==> src/rtl/vga_frame_capture_if.sv <==
`default_nettype none
// ============================================================================
// Module   : vga_frame_capture_if
// Purpose  : Video-in / video-memory-write bundle for vga_frame_capture.
//            The source (master) drives sync and colour. The capture block
//            (slave) drives the memory write port and the status flags.
// Revision : 1.0  initial release
// ============================================================================
interface vga_frame_capture_if #(
  parameter int WIN_BITS = 8
);
  logic                      hsync;
  logic                      vsync;
  logic [2:0]                color;
  logic                      write_enable;
  logic [2*WIN_BITS-1:0]     write_address;
  logic [2:0]                write_data;
  logic                      frame_done;
  logic                      locked;
  logic                      error;

  modport master (
    output hsync, vsync, color,
    input  write_enable, write_address, write_data, frame_done, locked, error
  );

  modport slave (
    input  hsync, vsync, color,
    output write_enable, write_address, write_data, frame_done, locked, error
  );
endinterface
`default_nettype wire

==> src/rtl/vga_frame_capture.sv <==
`default_nettype none
// ============================================================================
// Module   : vga_frame_capture
// Purpose  : Receiving end of a VGA link whose pixel rate is clk/2.
//            - Recovers the pixel and line position from HSync and VSync.
//            - Writes a centred window of 2^WIN_BITS x 2^WIN_BITS pixels
//              into video memory, one write per pixel.
//            - Flags frame completion and checks raster timing lock.
// Revision : 1.0  initial release
// ============================================================================
module vga_frame_capture #(
  parameter int H_SYNC    = 96,
  parameter int H_BACK    = 48,
  parameter int H_TOTAL   = 800,
  parameter int V_SYNC    = 2,
  parameter int V_BACK    = 29,
  parameter int V_TOTAL   = 521,
  parameter int WIN_X0    = 192,
  parameter int WIN_Y0    = 112,
  parameter int WIN_BITS  = 8,
  parameter int LINE_BITS = 10
) (
  input  logic                 clk,
  input  logic                 rst,
  vga_frame_capture_if.slave   vid
);

  localparam int PIX_BITS = $clog2(H_TOTAL);
  localparam int WIN_SIZE = 1 << WIN_BITS;

  localparam logic [PIX_BITS-1:0]  PIX_LAST    = PIX_BITS'(H_TOTAL - 1);
  localparam logic [PIX_BITS-1:0]  X_FIRST     = PIX_BITS'(H_SYNC + H_BACK + WIN_X0);
  localparam logic [PIX_BITS-1:0]  X_LAST      = PIX_BITS'(H_SYNC + H_BACK + WIN_X0 + WIN_SIZE - 1);
  localparam logic [LINE_BITS-1:0] Y_FIRST     = LINE_BITS'(V_SYNC + V_BACK + WIN_Y0);
  localparam logic [LINE_BITS-1:0] Y_LAST      = LINE_BITS'(V_SYNC + V_BACK + WIN_Y0 + WIN_SIZE - 1);
  localparam logic [LINE_BITS-1:0] LINES_FRAME = LINE_BITS'(V_TOTAL);
  localparam logic [LINE_BITS-1:0] LINE_MAX    = {LINE_BITS{1'b1}};

  typedef enum logic [0:0] {
    S_IDLE  = 1'b0,
    S_FRAME = 1'b1
  } state_t;

  state_t state;

  // Input synchronisers. Stage [0] and [1] form the 2-flop synchroniser;
  // stage [2] holds the previous synced value for edge detection.
  logic [2:0] hs_pipe;
  logic [2:0] vs_pipe;
  logic [2:0] color_s1;
  logic [2:0] color_s2;

  // Raster position. phase=0 marks a cycle on which pixel 'pix' is sampled.
  logic [PIX_BITS-1:0]  pix;
  logic                 phase;
  logic [LINE_BITS-1:0] line;

  // Next-state and decode terms
  logic                 hs_fall;
  logic                 vs_fall;
  logic                 sample;
  logic                 hs_slip;
  logic [PIX_BITS-1:0]  pix_cur;
  logic [PIX_BITS-1:0]  pix_next;
  logic                 phase_next;
  logic [LINE_BITS-1:0] line_inc;
  logic [LINE_BITS-1:0] line_next;
  logic                 in_window;
  logic                 do_write;
  logic [WIN_BITS-1:0]  row_off;
  logic [WIN_BITS-1:0]  col_off;

  // Bring async syncs and colour into the clock domain; idle level of syncs is high
  always_ff @(posedge clk) begin
    if (rst) begin
      hs_pipe  <= 3'b111;
      vs_pipe  <= 3'b111;
      color_s1 <= 3'b000;
      color_s2 <= 3'b000;
    end else begin
      hs_pipe  <= {hs_pipe[1:0], vid.hsync};
      vs_pipe  <= {vs_pipe[1:0], vid.vsync};
      color_s1 <= vid.color;
      color_s2 <= color_s1;
    end
  end

  // Edge detection, raster position update and window decode
  always_comb begin
    hs_fall = hs_pipe[2] & ~hs_pipe[1];
    vs_fall = vs_pipe[2] & ~vs_pipe[1];

    // An HSync edge always starts a pixel period, whatever the free-running phase was.
    sample  = hs_fall | ~phase;

    // A correctly timed HSync lands exactly where pixel 0 would be sampled anyway.
    hs_slip = hs_fall & (phase | (pix != '0));

    pix_cur = hs_fall ? '0 : pix;

    line_inc = (line == LINE_MAX) ? line : line + LINE_BITS'(1);

    // A pixel wrap or a slipped HSync both start a new line; VSync overrides.
    line_next = line;
    if (phase && !hs_fall && (pix == PIX_LAST)) begin
      line_next = line_inc;
    end
    if (hs_slip) begin
      line_next = line_inc;
    end
    if (vs_fall) begin
      line_next = '0;
    end

    // The pixel counter free-runs so that lines without HSync stay aligned.
    if (hs_fall) begin
      pix_next = '0;
    end else if (phase) begin
      pix_next = (pix == PIX_LAST) ? '0 : pix + PIX_BITS'(1);
    end else begin
      pix_next = pix;
    end
    phase_next = hs_fall | ~phase;

    in_window = (pix_cur   >= X_FIRST) && (pix_cur   <= X_LAST) &&
                (line_next >= Y_FIRST) && (line_next <= Y_LAST);

    do_write = (state == S_FRAME) && sample && !hs_slip && in_window;

    row_off = WIN_BITS'(line_next - Y_FIRST);
    col_off = WIN_BITS'(pix_cur - X_FIRST);
  end

  // Capture FSM with counters and registered memory-write / status outputs
  always_ff @(posedge clk) begin
    if (rst) begin
      state             <= S_IDLE;
      pix               <= '0;
      phase             <= 1'b0;
      line              <= '0;
      vid.write_enable  <= 1'b0;
      vid.write_address <= '0;
      vid.write_data    <= 3'b000;
      vid.frame_done    <= 1'b0;
      vid.locked        <= 1'b0;
      vid.error         <= 1'b0;
    end else begin
      pix   <= pix_next;
      phase <= phase_next;
      line  <= line_next;

      vid.write_enable <= do_write;
      if (do_write) begin
        vid.write_address <= {row_off, col_off};
        vid.write_data    <= color_s2;
      end

      vid.frame_done <= 1'b0;
      vid.error      <= 1'b0;

      case (state)
        S_IDLE: begin
          if (vs_fall) begin
            state <= S_FRAME;
          end
        end
        S_FRAME: begin
          if (vs_fall) begin
            vid.frame_done <= 1'b1;
            if (line == LINES_FRAME) begin
              vid.locked <= 1'b1;
            end else begin
              vid.locked <= 1'b0;
              vid.error  <= 1'b1;
            end
          end
          // A slipped HSync loses lock even if the frame length was right.
          if (hs_slip) begin
            vid.locked <= 1'b0;
            vid.error  <= 1'b1;
          end
        end
        default: begin
          state <= S_IDLE;
        end
      endcase
    end
  end

endmodule
`default_nettype wire

==> src/flat_wrapper.sv <==
// flat-port wrapper written by rule: the top's interface ports become plain ports
module vga_frame_capture_flat 
#(
  parameter int H_SYNC    = 96,
  parameter int H_BACK    = 48,
  parameter int H_TOTAL   = 800,
  parameter int V_SYNC    = 2,
  parameter int V_BACK    = 29,
  parameter int V_TOTAL   = 521,
  parameter int WIN_X0    = 192,
  parameter int WIN_Y0    = 112,
  parameter int WIN_BITS  = 8,
  parameter int LINE_BITS = 10
)
  (clk, rst, vid_hsync, vid_vsync, vid_color, vid_write_enable, vid_write_address, vid_write_data, vid_frame_done, vid_locked, vid_error);
  vga_frame_capture_if #(.WIN_BITS(WIN_BITS)) vid_i ();
  input  logic clk;
  input  logic rst;
  input wire logic [$bits(vid_i.hsync)-1:0] vid_hsync;
  input wire logic [$bits(vid_i.vsync)-1:0] vid_vsync;
  input wire logic [$bits(vid_i.color)-1:0] vid_color;
  output wire logic [$bits(vid_i.write_enable)-1:0] vid_write_enable;
  output wire logic [$bits(vid_i.write_address)-1:0] vid_write_address;
  output wire logic [$bits(vid_i.write_data)-1:0] vid_write_data;
  output wire logic [$bits(vid_i.frame_done)-1:0] vid_frame_done;
  output wire logic [$bits(vid_i.locked)-1:0] vid_locked;
  output wire logic [$bits(vid_i.error)-1:0] vid_error;
  assign vid_i.hsync = vid_hsync;
  assign vid_i.vsync = vid_vsync;
  assign vid_i.color = vid_color;
  assign vid_write_enable = vid_i.write_enable;
  assign vid_write_address = vid_i.write_address;
  assign vid_write_data = vid_i.write_data;
  assign vid_frame_done = vid_i.frame_done;
  assign vid_locked = vid_i.locked;
  assign vid_error = vid_i.error;
  vga_frame_capture #(.H_SYNC(H_SYNC), .H_BACK(H_BACK), .H_TOTAL(H_TOTAL), .V_SYNC(V_SYNC), .V_BACK(V_BACK), .V_TOTAL(V_TOTAL), .WIN_X0(WIN_X0), .WIN_Y0(WIN_Y0), .WIN_BITS(WIN_BITS), .LINE_BITS(LINE_BITS)) u_core (.clk(clk), .rst(rst), .vid(vid_i));
endmodule
==> config.mk <==
export PLATFORM = sky130hd
export DESIGN_NAME = vga_frame_capture_flat
export DESIGN_NICKNAME = d
export VERILOG_FILES = /design/src/rtl/vga_frame_capture_if.sv /design/src/rtl/vga_frame_capture.sv /design/src/flat_wrapper.sv
export SDC_FILE = /design/constraint.sdc
export NUM_CORES = 1
export LEC_CHECK = 0
export BUFFER_PORTS_ARGS = -buffer_cell sky130_fd_sc_hd__buf_2
export CORE_MARGIN = 10
export CORE_UTILIZATION = 63
export CTS_CLUSTER_SIZE = 28
export DETAILED_ROUTE_END_ITERATION = 7
export PLACE_DENSITY = 0.91
export SYNTH_ARGS = -nofsm -noshare
export SYNTH_HDL_FRONTEND = slang
export SYNTH_SLANG_ARGS = --single-unit
==> constraint.sdc <==
create_clock -name clk -period 6.5 [get_ports clk]
set_input_delay 0.325 -clock clk [delete_from_list [all_inputs] [get_ports clk]]
set_output_delay 0.325 -clock clk [all_outputs]
set_load 0.01 [all_outputs]
==> run_summary.xml, run 1 <==
<?xml version="1.0" encoding="UTF-8"?>
<metrics>
  <group name="synthesis">
    <metric name="cells_after_synth" unit="">321</metric>
    <metric name="synth_xor_xnor_area_share" unit="">0.0569</metric>
    <metric name="synth-seq-cells" unit="">57</metric>
    <metric name="synth_seq_area_share" unit="">0.390</metric>
    <metric name="syn_avg_cell_area" unit="um2">9.11</metric>
    <metric name="synth_commonest_cells" unit="">sky130_fd_sc_hd__dfxtp_1, sky130_fd_sc_hd__nor2_1, sky130_fd_sc_hd__a21oi_1</metric>
    <metric name="post_synth_instance_area" unit="um2">2930</metric>
    <metric name="synthSimpleGateAreaFrac" unit="">0.252</metric>
    <metric name="synth-edff-count" unit="">0</metric>
    <metric name="netlist.top_cell.by_area" unit="">sky130_fd_sc_hd__dfxtp_1</metric>
    <metric name="main_combinational_cell_family_by_area_after_synthesis" unit="">simple AND/OR/NAND/NOR gates</metric>
    <metric name="top_cells_by_area_synth" unit="">sky130_fd_sc_hd__dfxtp_1, sky130_fd_sc_hd__a21oi_1, sky130_fd_sc_hd__xnor2_1, sky130_fd_sc_hd__ha_1, sky130_fd_sc_hd__nor2_1</metric>
    <metric name="post_synth_num_cell_types" unit="">60</metric>
    <metric name="proportion_of_netlist_area_held_by_the_largest_area_contributor" unit="">0.390</metric>
    <metric name="async_reset_ff_frac" unit="">0</metric>
    <metric name="synthesis.yosys.warnings" unit="">0</metric>
    <metric name="synthMuxAreaShare" unit="">0.0175</metric>
    <metric name="synth_top_flop_cell" unit="">sky130_fd_sc_hd__dfxtp_1</metric>
    <metric name="synth.net_count" unit="">337</metric>
    <metric name="yosysMostFrequentCell" unit="">sky130_fd_sc_hd__dfxtp_1</metric>
    <metric name="synth_compound_gate_area_share" unit="">0.180</metric>
    <metric name="synth_adder_area_share" unit="">0.0385</metric>
  </group>
  <group name="drt">
    <metric name="route.detailed.drc" unit="">0</metric>
    <metric name="postRouteAntennaNets" unit="">0</metric>
    <metric name="dr_total_vias" unit="">2462</metric>
    <metric name="initialDrtViolationCount" unit="">187</metric>
    <metric name="post_drt_wl_per_cell" unit="um">16.7</metric>
    <metric name="first_pass_iters" unit="">5</metric>
    <metric name="wl" unit="mm">6.64</metric>
    <metric name="avgViaCountPerCell" unit="">6.19</metric>
  </group>
  <group name="placement">
    <metric name="place_inst" unit="">382</metric>
    <metric name="preCtsSetupSlack" unit="ns">2.52</metric>
    <metric name="dp_hpwl" unit="mm">4.61</metric>
    <metric name="gp_routability_congestion" unit="">0.905</metric>
    <metric name="postPlaceCellArea" unit="um2">2990</metric>
    <metric name="io_buffers" unit="">29</metric>
  </group>
  <group name="cts">
    <metric name="clock_sink_count" unit="">57</metric>
    <metric name="cts_post_setup_buffers_inserted" unit="">0</metric>
    <metric name="ctsHtreeMaxLevel" unit="">3</metric>
    <metric name="tritoncts" unit="">yes</metric>
    <metric name="cts.path.max_buffers" unit="">2</metric>
    <metric name="clk_root_buffer_cell" unit="">sky130_fd_sc_hd__clkbuf_8</metric>
    <metric name="postCtsHoldBufs" unit="">0</metric>
    <metric name="cts_buffers" unit="">9</metric>
    <metric name="clock_latency" unit="ns">0.34</metric>
    <metric name="path_clk_slew" unit="ns">0.07</metric>
    <metric name="cts.repair.resized" unit="">0</metric>
  </group>
  <group name="sta">
    <metric name="timing.slew.headroom" unit="">0.459</metric>
    <metric name="worst_slack" unit="ns">2.46</metric>
    <metric name="post-route-min-period" unit="ns">4.04</metric>
    <metric name="final-max-slew-violation-count" unit="">0</metric>
    <metric name="fmax" unit="MHz">247</metric>
    <metric name="finalClockSkew" unit="ns">0.00938</metric>
    <metric name="unrepaired_setup_endpoints_after_global_routing" unit="">false</metric>
    <metric name="final.period_utilization" unit="">0.622</metric>
    <metric name="fin_tns_setup" unit="ns">0</metric>
    <metric name="setup-violations-final" unit="">0</metric>
    <metric name="worstMarginPinSlew" unit="ns">0.811</metric>
    <metric name="hold_viol" unit="">0</metric>
  </group>
  <group name="hold_path">
    <metric name="worst_hold_startpoint" unit="">vid_hsync</metric>
    <metric name="hold_path_class" unit="">input port to flop</metric>
    <metric name="holdPathStages" unit="">2</metric>
  </group>
  <group name="run_status">
    <metric name="outcome" unit="">complete, no violations</metric>
  </group>
  <group name="setup_path">
    <metric name="startpoint_type" unit="">flop</metric>
    <metric name="critPathLaunch" unit="">u_core.pix[0]</metric>
    <metric name="r2r-start" unit="">u_core.pix[0]</metric>
    <metric name="critical_path.endpoint_type" unit="">flop</metric>
    <metric name="worst-endpoint-required" unit="ns">6.75</metric>
    <metric name="crit_path_arrival_time" unit="ns">4.30</metric>
    <metric name="worst_setup_path_type" unit="">flop to flop</metric>
    <metric name="crit_fanout" unit="">17</metric>
    <metric name="worst-r2r-cell-count" unit="">12</metric>
  </group>
  <group name="floorplan">
    <metric name="core" unit="um2">4410</metric>
    <metric name="initial_utilization" unit="">0.663</metric>
    <metric name="design.die.area" unit="um2">7770</metric>
    <metric name="rows" unit="">24</metric>
    <metric name="io_pins" unit="">30</metric>
    <metric name="die_x" unit="um">88.1</metric>
    <metric name="floorplan.die.height" unit="um">88.1</metric>
  </group>
  <group name="cells_and_area">
    <metric name="diodes" unit="">0</metric>
    <metric name="finalCoreUtilization" unit="">0.726</metric>
    <metric name="final_cells" unit="">398</metric>
    <metric name="fillCellCount" unit="">320</metric>
    <metric name="syn2layout_area_growth" unit="%">9.58</metric>
    <metric name="final_layout_size_suffix_gt1_frac" unit="">0.211</metric>
    <metric name="post-route-cell-area" unit="um2">3210</metric>
    <metric name="fin_nets" unit="">357</metric>
  </group>
  <group name="global_routing">
    <metric name="grt_pass1_wl" unit="mm">11.2</metric>
    <metric name="globalRoute.totalOverflow" unit="">0</metric>
    <metric name="grt_pass1_vias" unit="">2423</metric>
    <metric name="grt.total_usage" unit="">0.179</metric>
    <metric name="largest_net_degree_at_the_start_of_global_routing" unit="">47</metric>
    <metric name="antenna_found_initial" unit="">0</metric>
  </group>
  <group name="job">
    <metric name="drv_cap" unit="">0</metric>
  </group>
  <group name="power">
    <metric name="p_per_area" unit="nW/um2">234</metric>
    <metric name="p_leak" unit="uW">0.00123</metric>
    <metric name="vdd_ir_drop_max" unit="mV">0.179</metric>
  </group>
</metrics>
cell families (layout without fill, tap and decap cells):
family	count (synthesis)	in the layout
adders and majority gates	9	9
and+or+nand+nor	132	132
AOI/OAI and AO/OA	69	69
DFF	57	57
buffers and inverters	30	55
muxes	5	5
xor gates and xnor gates	19	19
state kept, by name, indices dropped and copies added (netlist names):
register,count
u_core.phase,1
u_core.color_s2,3
u_core.vid.write_address,16
u_core.vid.error,1
u_core.vid.write_enable,1
u_core.color_s1,3
u_core.vid.write_data,3
u_core.hs_pipe,3
u_core.state,1
u_core.vid.locked,1
u_core.pix,10
u_core.vid.frame_done,1
u_core.vs_pipe,3
u_core.line,10
metal layers:
layer / global-route usage / up-vias / wire [um]
li1: - / 1185 / -
met1: 0.199 / 1177 / 2700
met2: 0.296 / 86 / 3400
met3: 0.0669 / 14 / 407
met4: 0.0842 / 0 / 132
met5: 0 / - / 0
path summary, 6_finish.rpt:
kind | endpoint | slack, ns
setup / recovery | u_core.vid.write_address[7] | 2.46
hold / removal | u_core.hs_pipe[0] | 0.16
hold reg to reg | u_core.vs_pipe[1] | 0.41
setup reg to reg | u_core.vid.write_address[7] | 2.46
cells in the final DEF, fill, tap and decap left out, drive strengths merged, types with 9 or more instances in the layout:
master,Yosys,layout
nand2,20,20
xnor2,13,13
nand3,16,16
buf,13,30
o21ai,13,13
clkbuf,8,9
nor3,13,13
a21oi,25,25
dfxtp,57,57
inv,9,9
nor2,30,30
ha,9,9
report_power, final:
group	leakage (uW)	switching [uW]	internal, uW	total (uW)
Sequential	0.000462	4.95	355	360
Combinational	0.000662	17.6	11.2	28.8
Clock	0.000109	147	215	362
Total	0.00123	169	581	751
cell type report:
type	instances	area, um2	share of cell area
clock buffers	9	124	0.0386
clock inverters	7	95.1	0.0297
inverters	9	33.8	0.0105
multi-input cells	234	1590	0.497
flip-flops and latches	57	1140	0.356
well taps	52	65.1	0.0203
repair buffers	30	153	0.0476
through the flow:
step | total power [uW] | hold WS (ns)
final | 751 | 0.163
after global placement | 395 | 0.395
after detailed placement | 396 | 0.394
after floorplan | 391 | 0.389
after CTS | 754 | 0.150
after global routing | 774 | 0.150
critical path: stages (launching register included):
cell and delay, ns:
sky130_fd_sc_hd__dfxtp_1 0.42, sky130_fd_sc_hd__ha_1 0.20, sky130_fd_sc_hd__nand4_1 0.32, sky130_fd_sc_hd__o41ai_4 0.48, sky130_fd_sc_hd__and3_2 0.31, sky130_fd_sc_hd__mux2_2 0.37, sky130_fd_sc_hd__nor2_1 0.18, sky130_fd_sc_hd__ha_1 0.22
sky130_fd_sc_hd__a21boi_2 0.27, sky130_fd_sc_hd__nor4_4 0.10, sky130_fd_sc_hd__o32ai_4 0.69, sky130_fd_sc_hd__a21oi_1 0.13, sky130_fd_sc_hd__a311oi_1 0.26
No activity file was read; power rests on OpenSTA's default activity.
==> inputs of run 2 (changes only) <==
--- a/config.mk
+++ b/config.mk
@@ -7,10 +7,10 @@
 export LEC_CHECK = 0
 export BUFFER_PORTS_ARGS = -buffer_cell sky130_fd_sc_hd__buf_2
 export CORE_MARGIN = 10
-export CORE_UTILIZATION = 63
+export CORE_UTILIZATION = 58
 export CTS_CLUSTER_SIZE = 28
 export DETAILED_ROUTE_END_ITERATION = 7
-export PLACE_DENSITY = 0.91
+export PLACE_DENSITY = 0.86
 export SYNTH_ARGS = -nofsm -noshare
 export SYNTH_HDL_FRONTEND = slang
 export SYNTH_SLANG_ARGS = --single-unit
==> constraint.sdc (replaced) <==
create_clock -name clk -period 4.1 [get_ports clk]
set_input_delay 0.205 -clock clk [delete_from_list [all_inputs] [get_ports clk]]
set_output_delay 0.205 -clock clk [all_outputs]
set_load 0.01 [all_outputs]
==> run_summary.xml, run 2 (same netlist as run 1, synthesis figures left out) <==
<?xml version="1.0" encoding="UTF-8"?>
<metrics>
  <group name="global_routing">
    <metric name="antenna_found_initial" unit="">0</metric>
    <metric name="largest_net_degree_at_the_start_of_global_routing" unit="">47</metric>
    <metric name="grt_pass1_wl" unit="mm">11.3</metric>
    <metric name="globalRoute.totalOverflow" unit="">0</metric>
    <metric name="grt.total_usage" unit="">0.163</metric>
    <metric name="grt_pass1_vias" unit="">2447</metric>
  </group>
  <group name="sta">
    <metric name="hold_viol" unit="">0</metric>
    <metric name="worstMarginPinSlew" unit="ns">0.826</metric>
    <metric name="hold_slack" unit="ns">0.0481</metric>
    <metric name="setup-violations-final" unit="">0</metric>
    <metric name="unrepaired_setup_endpoints_after_global_routing" unit="">false</metric>
    <metric name="finalClockSkew" unit="ns">0.0100</metric>
    <metric name="fin_tns_setup" unit="ns">0</metric>
    <metric name="post-route-min-period" unit="ns">3.86</metric>
    <metric name="timing.slew.headroom" unit="">0.448</metric>
    <metric name="fmax" unit="MHz">259</metric>
    <metric name="final.period_utilization" unit="">0.942</metric>
    <metric name="final-max-slew-violation-count" unit="">0</metric>
  </group>
  <group name="drt">
    <metric name="route.detailed.drc" unit="">0</metric>
    <metric name="initialDrtViolationCount" unit="">120</metric>
    <metric name="wl" unit="mm">6.64</metric>
    <metric name="post_drt_wl_per_cell" unit="um">15.8</metric>
    <metric name="postRouteAntennaNets" unit="">0</metric>
    <metric name="avgViaCountPerCell" unit="">5.84</metric>
    <metric name="first_pass_iters" unit="">4</metric>
    <metric name="dr_total_vias" unit="">2449</metric>
  </group>
  <group name="cells_and_area">
    <metric name="syn2layout_area_growth" unit="%">13.0</metric>
    <metric name="layout.cells.most_common" unit="">sky130_fd_sc_hd__dfxtp_1</metric>
    <metric name="most-common-layout-cells" unit="">sky130_fd_sc_hd__dfxtp_1, sky130_fd_sc_hd__nor2_1, sky130_fd_sc_hd__buf_2, sky130_fd_sc_hd__a21oi_1, sky130_fd_sc_hd__nand2_1</metric>
    <metric name="final_layout_size_suffix_gt1_frac" unit="">0.224</metric>
    <metric name="largest_reg_flops" unit="">16</metric>
    <metric name="reg_top3" unit="">u_core.vid.write_address: 16 flops, u_core.line: 10 flops, u_core.pix: 10 flops</metric>
    <metric name="top_register" unit="">u_core.vid.write_address</metric>
    <metric name="diodes" unit="">0</metric>
    <metric name="final_cells" unit="">419</metric>
    <metric name="fin_nets" unit="">363</metric>
  </group>
  <group name="cts">
    <metric name="cts.repair.resized" unit="">0</metric>
    <metric name="cts_buffers" unit="">9</metric>
    <metric name="clock_sink_count" unit="">57</metric>
    <metric name="postCtsHoldBufs" unit="">0</metric>
    <metric name="clock_latency" unit="ns">0.34</metric>
    <metric name="tritoncts" unit="">yes</metric>
    <metric name="ctsHtreeMaxLevel" unit="">3</metric>
    <metric name="path_clk_slew" unit="ns">0.07</metric>
    <metric name="cts.path.max_buffers" unit="">2</metric>
    <metric name="clk_root_buffer_cell" unit="">sky130_fd_sc_hd__clkbuf_8</metric>
  </group>
  <group name="power">
    <metric name="vdd_ir_drop_max" unit="mV">0.331</metric>
    <metric name="p_leak" unit="uW">0.00128</metric>
    <metric name="p_per_area" unit="nW/um2">368</metric>
  </group>
  <group name="floorplan">
    <metric name="design.die.area" unit="um2">8280</metric>
    <metric name="io_pins" unit="">30</metric>
    <metric name="rows" unit="">25</metric>
    <metric name="floorplan.die.height" unit="um">91.0</metric>
    <metric name="core" unit="um2">4820</metric>
    <metric name="die_x" unit="um">91.0</metric>
    <metric name="initial_utilization" unit="">0.607</metric>
  </group>
  <group name="placement">
    <metric name="gp_routability_congestion" unit="">0.964</metric>
    <metric name="dp_hpwl" unit="mm">4.54</metric>
    <metric name="io_buffers" unit="">29</metric>
    <metric name="place_inst" unit="">399</metric>
  </group>
  <group name="setup_path">
    <metric name="crit_path_arrival_time" unit="ns">4.05</metric>
    <metric name="worst_setup_path_type" unit="">flop to flop</metric>
    <metric name="crit_fanout" unit="">13</metric>
    <metric name="startpoint_type" unit="">flop</metric>
    <metric name="worst-endpoint-required" unit="ns">4.29</metric>
    <metric name="critical_path.endpoint_type" unit="">flop</metric>
  </group>
  <group name="run_status">
    <metric name="outcome" unit="">complete, no violations</metric>
  </group>
  <group name="hold_path">
    <metric name="hold_path_class" unit="">input port to flop</metric>
  </group>
  <group name="job">
    <metric name="drv_cap" unit="">0</metric>
  </group>
</metrics>
[run 2: changes by cell type in the layout (fill, tap and decap cells not counted)]
cell	change
sky130_fd_sc_hd__clkinv_4	-2
sky130_fd_sc_hd__buf_12	+2
sky130_fd_sc_hd__buf_4	+4
sky130_fd_sc_hd__clkbuf_8	+2
[run 2: metrics by stage]
stage	instance area [um2]	setup WS, ns	power, uW	utilization
floorplan	2930	0.607	620	-
detailed placement	3020	0.164	629	0.627
CTS	3250	0.142	1230	0.675
global placement	3020	0.318	628	0.627
finish	3300	0.237	1220	0.686
global route	3300	0.0484	1260	0.686
[run 2: repair_timing]
item                                    CTS  global route
endpoints found under the setup margin    0            14
setup buffers                             0             4
hold endpoints to repair                  0             0
[run 2: area by class of cell]
cell class	count	area, um2
Tap cell	67	83.8
Fill cell	392	1510
Sequential cell	57	1140
Multi-Input combinational cell	234	1590
Timing Repair Buffer	36	223
Inverter	9	33.8
Clock buffer	11	151
Clock inverter	5	77.6
[run 2: routing by layer]
| layer | global-route usage | vias up | wire (um) |
|---|---|---|---|
| li1 | - | 1194 | - |
| met1 | 0.175 | 1165 | 2790 |
| met2 | 0.276 | 72 | 3330 |
| met3 | 0.0560 | 18 | 355 |
| met4 | 0.0849 | 0 | 168 |
| met5 | 0 | - | 0 |
[run 2: final timing paths]
kind	slack, ns	startpoint	to	cells past startpoint
worst min-delay path	0.05	vid_hsync	u_core.hs_pipe[0]	2
worst max register to register	0.24	u_core.pix[0]	u_core.vid.write_address[7]	12
worst min register to register	0.42	u_core.hs_pipe[0]	u_core.hs_pipe[1]	1
worst max-delay path	0.24	u_core.pix[0]	u_core.vid.write_address[7]	12
[run 2: report_power, final]
group          internal, uW  total [uW]  switching (uW)
logic                  19.1        49.2            30.1
clock network           373         597             225
registers               563         569            6.47
[run 2: worst max-delay path, stage by stage (launching register included)]
cell                       delay (ns)
sky130_fd_sc_hd__dfxtp_1         0.41
sky130_fd_sc_hd__ha_1            0.20
sky130_fd_sc_hd__nand4_1         0.30
sky130_fd_sc_hd__o41ai_4         0.46
sky130_fd_sc_hd__and3_2          0.31
sky130_fd_sc_hd__mux2_2          0.36
sky130_fd_sc_hd__nor2_1          0.19
sky130_fd_sc_hd__ha_1            0.22
sky130_fd_sc_hd__a21boi_2        0.28
sky130_fd_sc_hd__nor4_4          0.11
sky130_fd_sc_hd__o32a_4          0.48
sky130_fd_sc_hd__nor2_4          0.28
sky130_fd_sc_hd__a311oi_1        0.14
==> inputs of run 3 (changes only) <==
--- a/config.mk
+++ b/config.mk
@@ -6,11 +6,12 @@
 export NUM_CORES = 1
 export LEC_CHECK = 0
 export BUFFER_PORTS_ARGS = -buffer_cell sky130_fd_sc_hd__buf_2
+export CAP_MARGIN = 20
 export CORE_MARGIN = 10
-export CORE_UTILIZATION = 58
+export CORE_UTILIZATION = 40
 export CTS_CLUSTER_SIZE = 28
 export DETAILED_ROUTE_END_ITERATION = 7
-export PLACE_DENSITY = 0.86
+export PLACE_DENSITY = 0.65
 export SYNTH_ARGS = -nofsm -noshare
 export SYNTH_HDL_FRONTEND = slang
 export SYNTH_SLANG_ARGS = --single-unit
==> run_summary.xml, run 3 (same netlist as run 1, synthesis figures left out) <==
<?xml version="1.0" encoding="UTF-8"?>
<metrics>
  <group name="run_status">
    <metric name="outcome" unit="">complete, no violations</metric>
  </group>
  <group name="cells_and_area">
    <metric name="multi_input_area" unit="um2">1590</metric>
    <metric name="top_register" unit="">u_core.vid.write_address</metric>
    <metric name="most-common-layout-cells" unit="">sky130_fd_sc_hd__dfxtp_1, sky130_fd_sc_hd__nor2_1, sky130_fd_sc_hd__buf_2, sky130_fd_sc_hd__a21oi_1, sky130_fd_sc_hd__nand2_1</metric>
    <metric name="post-route-cell-area" unit="um2">3310</metric>
    <metric name="syn2layout_area_growth" unit="%">13.1</metric>
    <metric name="diodes" unit="">0</metric>
    <metric name="final_cells" unit="">450</metric>
    <metric name="reg_top3" unit="">u_core.vid.write_address: 16 flops, u_core.line: 10 flops, u_core.pix: 10 flops</metric>
    <metric name="finalCoreUtilization" unit="">0.461</metric>
    <metric name="largest_reg_flops" unit="">16</metric>
    <metric name="fin_nets" unit="">362</metric>
    <metric name="regArea" unit="um2">1140</metric>
    <metric name="layout.cells.most_common" unit="">sky130_fd_sc_hd__dfxtp_1</metric>
    <metric name="fillCellCount" unit="">674</metric>
    <metric name="final_layout_size_suffix_gt1_frac" unit="">0.222</metric>
  </group>
  <group name="cts">
    <metric name="cts.repair.resized" unit="">0</metric>
    <metric name="postCtsHoldBufs" unit="">0</metric>
    <metric name="clock_sink_count" unit="">57</metric>
    <metric name="clk_root_buffer_cell" unit="">sky130_fd_sc_hd__clkbuf_8</metric>
    <metric name="cts_buffers" unit="">9</metric>
    <metric name="tritoncts" unit="">yes</metric>
    <metric name="clock_latency" unit="ns">0.36</metric>
    <metric name="cts_post_setup_buffers_inserted" unit="">0</metric>
    <metric name="cts.path.max_buffers" unit="">2</metric>
    <metric name="path_clk_slew" unit="ns">0.07</metric>
    <metric name="ctsHtreeMaxLevel" unit="">3</metric>
  </group>
  <group name="global_routing">
    <metric name="grt_pass1_vias" unit="">2321</metric>
    <metric name="largest_net_degree_at_the_start_of_global_routing" unit="">47</metric>
    <metric name="antenna_found_initial" unit="">0</metric>
    <metric name="grt_pass1_wl" unit="mm">11.1</metric>
    <metric name="grt.total_usage" unit="">0.123</metric>
    <metric name="globalRoute.totalOverflow" unit="">0</metric>
  </group>
  <group name="floorplan">
    <metric name="initial_utilization" unit="">0.408</metric>
    <metric name="rows" unit="">31</metric>
    <metric name="io_pins" unit="">30</metric>
    <metric name="die_x" unit="um">106</metric>
    <metric name="floorplan.die.height" unit="um">106</metric>
    <metric name="core" unit="um2">7180</metric>
    <metric name="design.die.area" unit="um2">11100</metric>
  </group>
  <group name="placement">
    <metric name="dp_hpwl" unit="mm">4.81</metric>
    <metric name="place_inst" unit="">434</metric>
    <metric name="postPlaceCellArea" unit="um2">3080</metric>
    <metric name="gp_routability_congestion" unit="">0.917</metric>
    <metric name="io_buffers" unit="">29</metric>
  </group>
  <group name="drt">
    <metric name="avgViaCountPerCell" unit="">5.38</metric>
    <metric name="initialDrtViolationCount" unit="">111</metric>
    <metric name="postRouteAntennaNets" unit="">0</metric>
    <metric name="first_pass_iters" unit="">4</metric>
    <metric name="dr_total_vias" unit="">2423</metric>
    <metric name="route.detailed.drc" unit="">0</metric>
    <metric name="wl" unit="mm">6.68</metric>
    <metric name="post_drt_wl_per_cell" unit="um">14.8</metric>
  </group>
  <group name="sta">
    <metric name="finalClockSkew" unit="ns">0.0173</metric>
    <metric name="fmax" unit="MHz">262</metric>
    <metric name="worstMarginPinSlew" unit="ns">0.838</metric>
    <metric name="hold_viol" unit="">0</metric>
    <metric name="timing.slew.headroom" unit="">0.441</metric>
    <metric name="post-route-min-period" unit="ns">3.81</metric>
    <metric name="final-max-slew-violation-count" unit="">0</metric>
    <metric name="fin_tns_setup" unit="ns">0</metric>
    <metric name="setup-violations-final" unit="">0</metric>
    <metric name="unrepaired_setup_endpoints_after_global_routing" unit="">false</metric>
    <metric name="final.period_utilization" unit="">0.930</metric>
  </group>
  <group name="hold_path">
    <metric name="hold_path_class" unit="">input port to flop</metric>
  </group>
  <group name="setup_path">
    <metric name="cell_by_cell_trace_of_the_critical_path" unit="">ha_1, nand4_1, o41ai_4, and3_2, mux2_2, nor2_1, ha_1, a21boi_2, nor4_4, o32a_4, nor2_4, a311oi_1</metric>
    <metric name="crit_fanout" unit="">13</metric>
    <metric name="cp_slowest_stage_delay" unit="ns">0.47</metric>
    <metric name="startpoint_type" unit="">flop</metric>
    <metric name="crit_top_cell" unit="">sky130_fd_sc_hd__ha_1</metric>
    <metric name="critical_path.endpoint_type" unit="">flop</metric>
    <metric name="worst-endpoint-required" unit="ns">4.30</metric>
    <metric name="crit_path_top_delay_cell" unit="">sky130_fd_sc_hd__o32a_4</metric>
    <metric name="worst_setup_path_type" unit="">flop to flop</metric>
    <metric name="crit_path_arrival_time" unit="ns">4.02</metric>
  </group>
  <group name="job">
    <metric name="drv_cap" unit="">0</metric>
  </group>
  <group name="power">
    <metric name="p_leak" unit="uW">0.00126</metric>
    <metric name="vdd_ir_drop_max" unit="mV">0.287</metric>
    <metric name="p_per_area" unit="nW/um2">369</metric>
  </group>
</metrics>
-- run 3: cell types whose count changed in the layout (fill, tap and decap cells not counted) --
cell                       previous run  this run
sky130_fd_sc_hd__clkinv_2             2         0
sky130_fd_sc_hd__buf_12               2         0
sky130_fd_sc_hd__clkinv_4             0         3
sky130_fd_sc_hd__clkbuf_8            11         9
sky130_fd_sc_hd__buf_4                5         6
sky130_fd_sc_hd__inv_6                0         1
-- run 3: final cells by class --
class                      instances  area share
clock inverter                     7      0.0310
multi-input combinational        234       0.482
timing repair buffer              35      0.0575
sequential                        57       0.345
inverter                           9      0.0102
tap                               99      0.0374
clock buffer                       9      0.0374
-- run 3: where the power goes --
| group | internal, uW | total (uW) | switching [uW] |
|---|---|---|---|
| Sequential | 562 | 568 | 6.11 |
| Clock | 347 | 604 | 257 |
| Combinational | 19.2 | 49.1 | 29.9 |
| Total | 928 | 1220 | 293 |
-- run 3: per-layer routing --
metal	up-vias	share of wire	global-route usage
li1	1197	-	-
met1	1158	0.44	0.141
met2	55	0.48	0.196
met3	13	0.054	0.0408
met4	0	0.025	0.0696
met5	-	0	0
-- run 3: worst max-delay path, delay by kind of cell, from the launching register on --
family	cells	cell delay (ns)
simple gates	5	1.15
compound gates	4	1.34
flops	1	0.40
mux	1	0.36
fa+ha+maj	2	0.40
-- run 3: final timing paths --
path	start	end	slack, ns	cells past startpoint
max reg2reg	u_core.pix[0]	u_core.vid.write_address[7]	0.29	12
min	vid_hsync	u_core.hs_pipe[0]	0.03	2
max	u_core.pix[0]	u_core.vid.write_address[7]	0.29	12
min reg2reg	u_core.hs_pipe[0]	u_core.hs_pipe[1]	0.42	1
-- run 3: per-stage QoR --
| stage | setup WS, ns | power [uW] | hold WS (ns) |
|---|---|---|---|
| 6_report | 0.286 | 1220 | 0.0339 |
| 5_1_grt | 0.0465 | 1270 | 0.0273 |
| 4_1_cts | 0.283 | 1240 | 0.0196 |
| 3_5_place_dp | 0.296 | 631 | 0.392 |
| 3_3_place_gp | 0.399 | 630 | 0.393 |
| 2_1_floorplan | 0.607 | 620 | 0.309 |
